<file path="src/rtl/timer_apb_ctrl.sv">
// APB4 slave front-end for the timer register file: sequences each transfer into
// single-cycle wr_en/rd_en strobes. Optional wait states under `TIMER_APB_WAIT_EN.
module timer_apb_ctrl #(
  parameter int                ADDR_W   = 12,
  parameter logic [ADDR_W-1:0] ADDR_MAX = 12'h1C,
  parameter int                WAIT_CYC = 2
) (
  input  logic              clk,
  input  logic              rst_n,
  input  logic              psel,
  input  logic              penable,
  input  logic              pwrite,
  input  logic [ADDR_W-1:0] paddr,
  input  logic [31:0]       pwdata,
  input  logic [3:0]        pstrb,
  output logic [31:0]       prdata,
  output logic              pready,
  output logic              pslverr,
  output logic              wr_en,
  output logic              rd_en,
  output logic [ADDR_W-1:0] addr,
  output logic [31:0]       wdata,
  output logic [3:0]        strb,
  input  logic [31:0]       rdata,
  input  logic              reg_err
);

  typedef enum logic [1:0] {
    IDLE   = 2'd0,
    WAIT   = 2'd1,
    ACCESS = 2'd2
  } state_t;

`ifdef TIMER_APB_WAIT_EN
  localparam bit WAIT_ON = 1'b1;
`else
  localparam bit WAIT_ON = 1'b0;
`endif

  // Effective per-transfer wait count, clamped to what the 4-bit counter holds.
  localparam logic [3:0] WAIT_EFF = !WAIT_ON      ? 4'd0 :
                                    (WAIT_CYC > 15) ? 4'd15 :
                                    (WAIT_CYC < 0)  ? 4'd0 : 4'(WAIT_CYC);

  state_t            state_reg, state_next;
  logic [ADDR_W-1:0] addr_reg;
  logic [31:0]       wdata_reg;
  logic [3:0]        strb_reg;
  logic              pwrite_q_reg;
  logic              addr_err_reg;
  logic              setup;
  logic              wait_last;
  logic              access_hs;

  assign setup = psel & ~penable;

  always_ff @(posedge clk or negedge rst_n) begin
    if (!rst_n) begin
      state_reg <= IDLE;
    end else begin
      state_reg <= state_next;
    end
  end

  always_ff @(posedge clk or negedge rst_n) begin
    if (!rst_n) begin
      addr_reg     <= '0;
      wdata_reg    <= '0;
      strb_reg     <= '0;
      pwrite_q_reg <= 1'b0;
      addr_err_reg <= 1'b0;
    end else if (state_reg == IDLE && setup) begin
      addr_reg     <= paddr;
      wdata_reg    <= pwdata;
      strb_reg     <= pwrite ? pstrb : 4'h0;
      pwrite_q_reg <= pwrite;
      addr_err_reg <= (paddr[1:0] != 2'b00) || (paddr > ADDR_MAX);
    end
  end

`ifdef TIMER_APB_WAIT_EN
  logic [3:0] wait_cnt_reg;

  always_ff @(posedge clk or negedge rst_n) begin
    if (!rst_n) begin
      wait_cnt_reg <= 4'd0;
    end else if (state_reg == IDLE && setup) begin
      wait_cnt_reg <= WAIT_EFF;
    end else if (state_reg == WAIT && psel) begin
      wait_cnt_reg <= wait_cnt_reg - 4'd1;
    end
  end

  assign wait_last = (wait_cnt_reg == 4'd1);
`else
  assign wait_last = 1'b1;
`endif

  always_comb begin
    state_next = state_reg;
    case (state_reg)
      IDLE: begin
        // A select with penable already high is a protocol violation and is ignored.
        if (setup) begin
          state_next = (WAIT_EFF != 4'd0) ? WAIT : ACCESS;
        end
      end
      WAIT: begin
        if (!psel) begin
          state_next = IDLE;
        end else if (wait_last) begin
          state_next = ACCESS;
        end
      end
      ACCESS:  state_next = IDLE;
      default: state_next = IDLE;
    endcase
  end

  always_comb begin
    access_hs = (state_reg == ACCESS) & psel & penable;
    pready    = access_hs;
    wr_en     = access_hs & pwrite_q_reg & ~addr_err_reg;
    rd_en     = access_hs & ~pwrite_q_reg & ~addr_err_reg;
    prdata    = rd_en ? rdata : 32'h0;
    pslverr   = access_hs & (addr_err_reg | (wr_en & reg_err));
  end

  assign addr  = addr_reg;
  assign wdata = wdata_reg;
  assign strb  = strb_reg;

endmodule

</file>
<file path="config.mk">
export PLATFORM = sky130hd
export DESIGN_NAME = timer_apb_ctrl
export DESIGN_NICKNAME = d
export VERILOG_FILES = /design/src/rtl/timer_apb_ctrl.sv
export SDC_FILE = /design/constraint.sdc
export NUM_CORES = 1
export LEC_CHECK = 0
export ABC_AREA = 1
export CAP_MARGIN = 0
export CELL_PAD_IN_SITES_DETAIL_PLACEMENT = 0
export CELL_PAD_IN_SITES_GLOBAL_PLACEMENT = 1
export CORE_UTILIZATION = 22
export DETAILED_ROUTE_END_ITERATION = 8
export GPL_TIMING_DRIVEN = 0
export PLACE_DENSITY = 0.78
export SLEW_MARGIN = 20
export SYNTH_ARGS = -nofsm -noshare
export SYNTH_HDL_FRONTEND = slang
export SYNTH_SLANG_ARGS = --single-unit
</file>
<file path="constraint.sdc">
create_clock -name clk -period 1.5 [get_ports clk]
set_input_delay 0.3 -clock clk [delete_from_list [all_inputs] [get_ports clk]]
set_output_delay 0.3 -clock clk [all_outputs]
set_load 0.05 [all_outputs]
</file>
==> impl_metrics.json, run 1 <==
{
  "drv_cap": 0,
  "n_antenna_cell": 0,
  "yosysWarningCount": 0,
  "cts_buffers": 5,
  "arrival_ps": 1440,
  "slew_headroom_pct": 56.9,
  "areaGrowthSynthToFinish_pct": 96.2,
  "clock_insertion_delay_worst_skew_ps": 300,
  "leakage_nw": 2.29,
  "grt_pass1_vias": 2448,
  "rsz0062_at_grt": "yes",
  "crit_path_max_fanout": 10,
  "die-width_um": 104,
  "grt_use_met2_pct": 25.0,
  "avgRoutedWirePerCell_um": 12.5,
  "die_area_mm2": 0.0108,
  "endpoint_kind": "output pin",
  "antenna_left": 0,
  "p_clk_share_pct": 20.0,
  "portBuffers": 169,
  "post-route-min-period_ps": 1740,
  "grt_busiest_layer": "met2",
  "viasPerCell": 4.01,
  "synth_cell_type_count": 15,
  "async_flop_share_pct": 100,
  "reg2reg_slack_ps": 250,
  "ff2ff_path_depth": 7,
  "clk_path_buf_depth": 2,
  "fin_total_pwr_mw": 4.02,
  "placed_area_mm2": 0.00437,
  "violations": "negative setup slack",
  "power_density_mw_per_mm2": 892,
  "overflow": 0,
  "vias": 2456,
  "syn_area_mm2": 0.00229,
  "gp_congestion": 0.700,
  "grt_max_degree": 52,
  "dp_hpwl_um": 5920,
  "fin_ws_ps": -240,
  "tightest_slew_ps": 647,
  "largest_reg_flops": 32,
  "grt_pass1_wl_um": 12200,
  "grt_use_met3_pct": 4.57,
  "drt_iter0_markers": 72,
  "slowest_delay_ps": 410,
  "hold_viol_final": 0,
  "skew_ps": 12.2,
  "ctsHoldBuffers": 0,
  "initial_utilization_pct": 23.1,
  "critical_path_required_ps": 1200,
  "netlist_top_cells_area": "dfrtp_1, nand2_1, nor2_1, inv_1, buf_6",
  "syn-num-nets": 382,
  "grtUsageMet1_pct": 16.7,
  "ioPinCount": 170,
  "yosysTopAreaCellShare_pct": 55.6,
  "path_cells": "nor2_2 > nand2_4 > buf_12 > nor2_4 > buf_8",
  "drc": 0,
  "setup_viol": 34,
  "finalSetupTns_ps": -7440,
  "power_frac_comb_pct": 38.1,
  "seq_area_frac_synth_pct": 55.6,
  "hold_class": "in2async",
  "switchingPower_mw": 1.63,
  "p_seq_share_pct": 41.9,
  "antenna_found_initial": 0,
  "start_kind": "flip-flop",
  "drive_gt1_share_pct": 30.8,
  "vdd_drop_max_v": 0.000504,
  "nNetsFinal": 565,
  "p_int_mw": 2.39,
  "core_mm2": 0.00995,
  "grt_use_total_pct": 14.1,
  "critPathKind": "reg2out",
  "finalCritPeriodShare_pct": 116,
  "syn_avg_cell_area_um2": 7.75,
  "ys_ff_latch": 51,
  "h-tree-depth": 2,
  "yosysTopAreaCell": "dfrtp_1",
  "dp_slack_ps": -1070,
  "yosys-top-cells-count": "nand2_1, dfrtp_1, nor2_1, inv_1, buf_6",
  "synth_ff_type": "dfrtp_1",
  "outcome": "finished with violations",
  "yosysMostFrequentCell": "nand2_1",
  "fp.dieH_um": 104,
  "crit_family": "flip-flops",
  "post-route-cell-area_mm2": 0.00450,
  "drv_slew": 0,
  "cts_tree": "done",
  "synth-edff-count": 0,
  "routed_wl_um": 7660,
  "root_buffer": "clkbuf_8",
  "clock_sinks": 51,
  "p_sw_share_pct": 40.5,
  "critPathBufInv": 2,
  "rows": 36,
  "synthCells": 296,
  "clk_pin_slew_ps": 100,
  "cp_slowest_cell": "dfrtp_1",
  "firstDrtPassIters": 4,
  "max_freq_mhz": 575,
  "path_depth": 5
}
==> stage by stage <==
step,utilization [%],hold slack [ps],std cells
after detailed placement,43.9,386,598
after global routing,45.2,58.9,613
after global placement,44.0,463,598
final,45.2,18.6,613
after floorplan,-,4.41,296
after CTS,45.7,35.9,608
==> kinds of logic after synthesis <==
| logic type | share of synthesized area (%) |
|---|---|
| AOI/OAI and AO/OA | 1.42 |
| DFF | 55.6 |
| buffers and inverters | 11.2 |
| and+or+nand+nor | 31.8 |
==> final cells by class <==
cell class              count  area (µm²)
multi-input cells         193        1000
plain buffers              12         130
flip-flops and latches     51        1280
inverters                  40         159
well taps                 133         166
clock buffers               6        72.6
fillers                   986        5450
clock inverters             2        17.5
repair buffers            176        1680
==> layer usage <==
metal	wire (µm)	up-vias
met5	0	-
met3	601	5
met4	48	0
met1	3200	1117
met2	3810	114
li1	-	1220
==> power by group through the flow <==
stage / Combinational [mW] / Sequential, mW / Clock (mW)
floorplan: 0.267 / 2.38 / 0
global placement: 1.68 / 1.70 / 0
global route: 1.63 / 1.71 / 0.903
finish: 1.53 / 1.68 / 0.804
CTS: 1.61 / 1.69 / 0.851
detailed placement: 1.69 / 1.71 / 0
==> what timing repair did <==
action                     in CTS  in global routing
resized for setup             363                 45
pin swaps                       1                  1
setup endpoints to repair      84                 68
hold endpoints to repair        0                  0
setup buffers                   2                  4
gates cloned                    0                  1
==> path summary, 6_finish.rpt <==
path / start / end
max: pwrite_q_reg$_DFFE_PN0P_ / prdata[8]
min: rst_n / wdata[10]$_DFFE_PN0P_
max reg2reg: state_reg[1]$_DFFE_PN0P_ / wdata[25]$_DFFE_PN0P_
min reg2reg: strb[1]$_DFFE_PN0P_ / strb[1]$_DFFE_PN0P_
max in group asynchronous: rst_n / addr[8]$_DFFE_PN0P_
min in group clk: strb[1]$_DFFE_PN0P_ / strb[1]$_DFFE_PN0P_
==> layout by cell type, fill, tap and decap left out, types with 5 or more instances in the layout <==
cell | netlist | routed
buf_6 | 7 | 34
buf_2 | 5 | 5
buf_4 | 0 | 8
dfrtp_1 | 51 | 51
clkdlybuf4s15_1 | 0 | 5
clkbuf_8 | 0 | 5
nor2_1 | 40 | 7
clkdlybuf4s50_1 | 0 | 82
clkbuf_2 | 0 | 30
nand2_1 | 141 | 141
clkdlybuf4s15_2 | 0 | 13
inv_1 | 38 | 37
nor2_4 | 0 | 31
==> worst reg2reg max path, cell delays in order, from the launching register on <==
cell and delay (ps):
dfrtp_1 400, buf_4 140, nor2_2 110, nand2_4 110, inv_4 140, buf_6 160, nand2_1 70, nand2_1 50
No activity file was read; power rests on OpenSTA's default activity.
==> run 2, diff against run 1 <==
--- a/config.mk
+++ b/config.mk
@@ -11,8 +11,9 @@
 export CELL_PAD_IN_SITES_GLOBAL_PLACEMENT = 1
 export CORE_UTILIZATION = 22
 export DETAILED_ROUTE_END_ITERATION = 8
-export GPL_TIMING_DRIVEN = 0
+export GPL_TIMING_DRIVEN = 1
 export PLACE_DENSITY = 0.78
+export SKIP_CTS_REPAIR_TIMING = 1
 export SLEW_MARGIN = 20
 export SYNTH_ARGS = -nofsm -noshare
 export SYNTH_HDL_FRONTEND = slang
==> impl_metrics.json, run 2 (synthesis gave the netlist of run 1 again) <==
{
  "outcome": "finished with violations",
  "violations": "negative setup slack",
  "tightest_slew_ps": 461,
  "antenna_left": 0,
  "grt_pass1_vias": 2559,
  "clk_pin_slew_ps": 100,
  "drc": 0,
  "slew_headroom_pct": 69.3,
  "drv_slew": 0,
  "instances_no_fill": 615,
  "vdd_drop_max_v": 0.000582,
  "grt_pass1_wl_um": 13200,
  "wirelength_met1_um": 3440,
  "drive_gt1_share_pct": 31.5,
  "start_kind": "flip-flop",
  "finalSetupTns_ps": -7880,
  "final_common_cell": "nand2_1",
  "avgRoutedWirePerCell_um": 13.7,
  "drt_iter0_markers": 64,
  "die-width_um": 104,
  "overflow": 0,
  "leakage_nw": 2.62,
  "clock_insertion_delay_worst_skew_ps": 300,
  "worstReg2RegEnd": "addr[8]$_DFFE_PN0P_",
  "top_layer_used": "met4",
  "post-route-min-period_ps": 1770,
  "max_freq_mhz": 565,
  "dp.cells": 601,
  "root_buffer": "clkbuf_8",
  "critical_path_required_ps": 1200,
  "rows": 36,
  "dp_slack_ps": -421,
  "core_mm2": 0.00995,
  "skew_ps": 11.9,
  "clock_sinks": 51,
  "grt_max_degree": 34,
  "nNetsFinal": 567,
  "firstDrtPassIters": 4,
  "p_sw_share_pct": 37.2,
  "grt_use_total_pct": 15.2,
  "drv_cap": 0,
  "rsz0062_at_grt": "yes",
  "routed_wl_um": 8440,
  "die_area_mm2": 0.0108,
  "startpoint": "state_reg[1]$_DFFE_PN0P_",
  "clk_path_buf_depth": 2,
  "crit_path_max_fanout": 10,
  "p_seq_share_pct": 38.1,
  "layout_common_cells": "nand2_1, buf_12, clkdlybuf4s50_1",
  "power_frac_comb_pct": 45.1,
  "placed_area_mm2": 0.00528,
  "dr_wl_met3_um": 715,
  "arrival_ps": 1470,
  "areaGrowthSynthToFinish_pct": 140,
  "critPathKind": "reg2out",
  "n_antenna_cell": 0,
  "h-tree-depth": 2,
  "dp_hpwl_um": 6530,
  "reg2reg_slack_ps": 270,
  "setup_viol": 35,
  "fin_ws_ps": -270,
  "final_core_util_pct": 55.3,
  "viasPerCell": 3.99,
  "ff2ff_path_depth": 6,
  "p_clk_share_pct": 16.8,
  "antenna_found_initial": 0,
  "post-route-cell-area_mm2": 0.00551,
  "hold_viol_final": 0,
  "hold_class": "in2async",
  "initial_utilization_pct": 23.1,
  "p_int_mw": 2.95,
  "portBuffers": 169,
  "fin_total_pwr_mw": 4.70,
  "hold_ws_ps": 474,
  "largest_reg_flops": 32,
  "timing.rr.start": "state_reg[1]$_DFFE_PN0P_",
  "dr_wl_met2_um": 4230,
  "endpoint_kind": "output pin",
  "gp_congestion": 0.812,
  "cts_tree": "done",
  "fp.dieH_um": 104,
  "vias": 2451,
  "power_density_mw_per_mm2": 853,
  "finalCritPeriodShare_pct": 118,
  "switchingPower_mw": 1.75,
  "cts_buffers": 5,
  "ioPinCount": 170
}
==> run 2: cell count changes in the layout (fill, tap and decap cells not counted), moves of 2 or more <==
cell / delta
buf_12: +86
buf_2: -4
buf_4: +3
buf_6: -33
buf_8: -4
clkbuf_16: +2
clkbuf_2: -30
clkdlybuf4s15_1: -5
clkdlybuf4s15_2: -13
clkinv_4: -2
dlygate4sd2_1: -2
dlymetal6s2s_1: +2
nor2_1: +2
==> run 2: how the worst max path moves through the flow <==
| stage | to | cells after the start |
|---|---|---|
| after floorplan | prdata[0] | 4 |
| after global placement | prdata[3] | 7 |
| after detailed placement | prdata[19] | 7 |
| after CTS | prdata[19] | 7 |
| after global routing | prdata[8] | 6 |
| final | prdata[8] | 6 |
==> run 2: cell type report <==
type / count / area, µm²
multi-input cells: 193 / 1010
well taps: 133 / 166
repair buffers: 190 / 2810
flip-flops and latches: 51 / 1280
fillers: 851 / 4450
inverters: 40 / 159
clock buffers: 6 / 72.6
clock inverters: 2 / 12.5
==> run 2: critical path, cell delays in order (launching register included) <==
cell and delay (ps):
dfrtp_1 390, nand3_2 120, inv_4 100, nand2_8 100, clkbuf_16 190, nor2_4 110
buf_12 140
==> run 2: routing by layer <==
metal	vias to the layer above	track usage, %
met1	1109	17.9
met3	6	5.64
met2	115	26.5
met4	0	2.86
li1	1221	-
met5	-	0
==> run 2: power groups by stage <==
stage	logic, mW	clock network (mW)	registers, mW
after global routing	2.23	0.870	1.82
after global placement	2.11	0	1.81
after floorplan	0.267	0	2.38
after CTS	2.13	0.829	1.79
final	2.12	0.790	1.79
after detailed placement	2.13	0	1.82
==> run 3, diff against run 2 <==
--- a/config.mk
+++ b/config.mk
@@ -6,13 +6,14 @@
 export NUM_CORES = 1
 export LEC_CHECK = 0
 export ABC_AREA = 1
-export CAP_MARGIN = 0
+export CAP_MARGIN = 20
 export CELL_PAD_IN_SITES_DETAIL_PLACEMENT = 0
 export CELL_PAD_IN_SITES_GLOBAL_PLACEMENT = 1
 export CORE_UTILIZATION = 22
 export DETAILED_ROUTE_END_ITERATION = 8
 export GPL_TIMING_DRIVEN = 1
-export PLACE_DENSITY = 0.78
+export MAX_ROUTING_LAYER = met4
+export PLACE_DENSITY_LB_ADDON = 0.15
 export SKIP_CTS_REPAIR_TIMING = 1
 export SLEW_MARGIN = 20
 export SYNTH_ARGS = -nofsm -noshare
==> impl_metrics.json, run 3 (synthesis gave the netlist of run 1 again) <==
{
  "outcome": "finished with violations",
  "violations": "negative setup slack",
  "tightest_slew_ps": 381,
  "setup_viol": 35,
  "rows": 36,
  "grt_use_total_pct": 15.1,
  "post-route-min-period_ps": 1750,
  "max_freq_mhz": 572,
  "final_common_cell": "nand2_1",
  "layout_common_cells": "nand2_1, buf_12, clkdlybuf4s50_1",
  "cts_tree": "done",
  "critical_path_required_ps": 1200,
  "clk_pin_slew_ps": 100,
  "grt_pass1_wl_um": 12900,
  "cts_buffers": 5,
  "routed_wl_um": 7840,
  "gp_congestion": 0.768,
  "clk_path_buf_depth": 2,
  "endpoint_kind": "output pin",
  "fin_ws_ps": -250,
  "reg2reg_slack_ps": 270,
  "n_antenna_cell": 0,
  "overflow": 0,
  "arrival_ps": 1450,
  "antenna_left": 0,
  "ioPinCount": 170,
  "avgRoutedWirePerCell_um": 12.7,
  "core_mm2": 0.00995,
  "root_buffer": "clkbuf_8",
  "vdd_drop_max_v": 0.000486,
  "rsz0062_at_grt": "yes",
  "drv_cap": 0,
  "skew_ps": 11.2,
  "worstReg2RegEnd": "addr[6]$_DFFE_PN0P_",
  "nFillCells": 838,
  "clock_sinks": 51,
  "finalCritPeriodShare_pct": 117,
  "ff2ff_path_depth": 6,
  "areaGrowthSynthToFinish_pct": 144,
  "start_kind": "flip-flop",
  "fin_total_pwr_mw": 4.75,
  "power_density_mw_per_mm2": 849,
  "fp.dieH_um": 104,
  "viasPerCell": 4.02,
  "die_area_mm2": 0.0108,
  "drc": 0,
  "dp.cells": 605,
  "initial_utilization_pct": 23.1,
  "instances_no_fill": 619,
  "final_core_util_pct": 56.2,
  "slew_headroom_pct": 74.6,
  "nNetsFinal": 571,
  "critPathKind": "reg2out",
  "grt_max_degree": 28,
  "leakage_nw": 2.65,
  "drv_slew": 0,
  "largest_reg_flops": 32,
  "firstDrtPassIters": 4,
  "h-tree-depth": 2,
  "drive_gt1_share_pct": 32.9,
  "vias": 2491,
  "antenna_found_initial": 0,
  "crit_path_max_fanout": 7,
  "drt_iter0_markers": 84,
  "hold_viol_final": 0,
  "timing.rr.start": "state_reg[1]$_DFFE_PN0P_",
  "die-width_um": 104,
  "portBuffers": 169,
  "grt_pass1_vias": 2511,
  "hold_class": "in2async",
  "dp_slack_ps": -381,
  "clock_insertion_delay_worst_skew_ps": 300,
  "dp_hpwl_um": 6260
}
-- run 3: cell types whose count changed in the layout (fill, tap and decap cells not counted), sizes merged --
cell	delta
buf	+5
clkinvlp	-1
-- run 3: how the worst max path moves through the flow --
stage	from	to	slack (ps)
after detailed placement	psel	prdata[1]	-380
after floorplan	state_reg[1]$_DFFE_PN0P_	prdata[0]	-200
after global routing	pwrite_q_reg$_DFFE_PN0P_	prdata[21]	-320
after global placement	psel	prdata[0]	-370
after CTS	psel	prdata[1]	-380
final	pwrite_q_reg$_DFFE_PN0P_	prdata[5]	-250
-- run 3: layout make-up --
| class | instances | area (µm²) | share of cell area, % |
|---|---|---|---|
| Timing Repair Buffer | 194 | 2850 | 50.9 |
| Sequential cell | 51 | 1280 | 22.8 |
| Multi-Input combinational cell | 193 | 1050 | 18.8 |
| Tap cell | 133 | 166 | 2.98 |
| Inverter | 40 | 159 | 2.84 |
| Clock buffer | 7 | 86.3 | 1.54 |
| Clock inverter | 1 | 8.76 | 0.157 |
-- run 3: metal layers --
metal,GRT usage [%],up-vias,wire length (µm)
li1,-,1231,-
met1,18.9,1150,3440
met2,25.4,107,3870
met3,3.76,3,506
met4,1.84,0,28
met5,-,-,0
-- run 3: metrics by stage --
step	hold WS [ps]	TNS [ps]	cell area, µm²
CTS	-100	-10730	5430
finish	442	-7000	5590
detailed placement	243	-15700	5340
global placement	234	-14750	5340
floorplan	4.41	-750	2520
global route	471	-9460	5590
-- run 3: critical path, stage by stage (launching register included) --
cell and delay (ps):
dfrtp_1 410, nor2_4 170, nand2_8 100, clkbuf_16 190
nor2_4 130, buf_12 140
-- run 3: power by group --
group	total, mW	leakage [nW]	switching, mW	internal (mW)
Sequential	1.79	0.632	0.217	1.57
Clock	0.831	0.0484	0.451	0.379
Combinational	2.13	1.96	1.06	1.07
Total	4.75	2.65	1.73	3.02
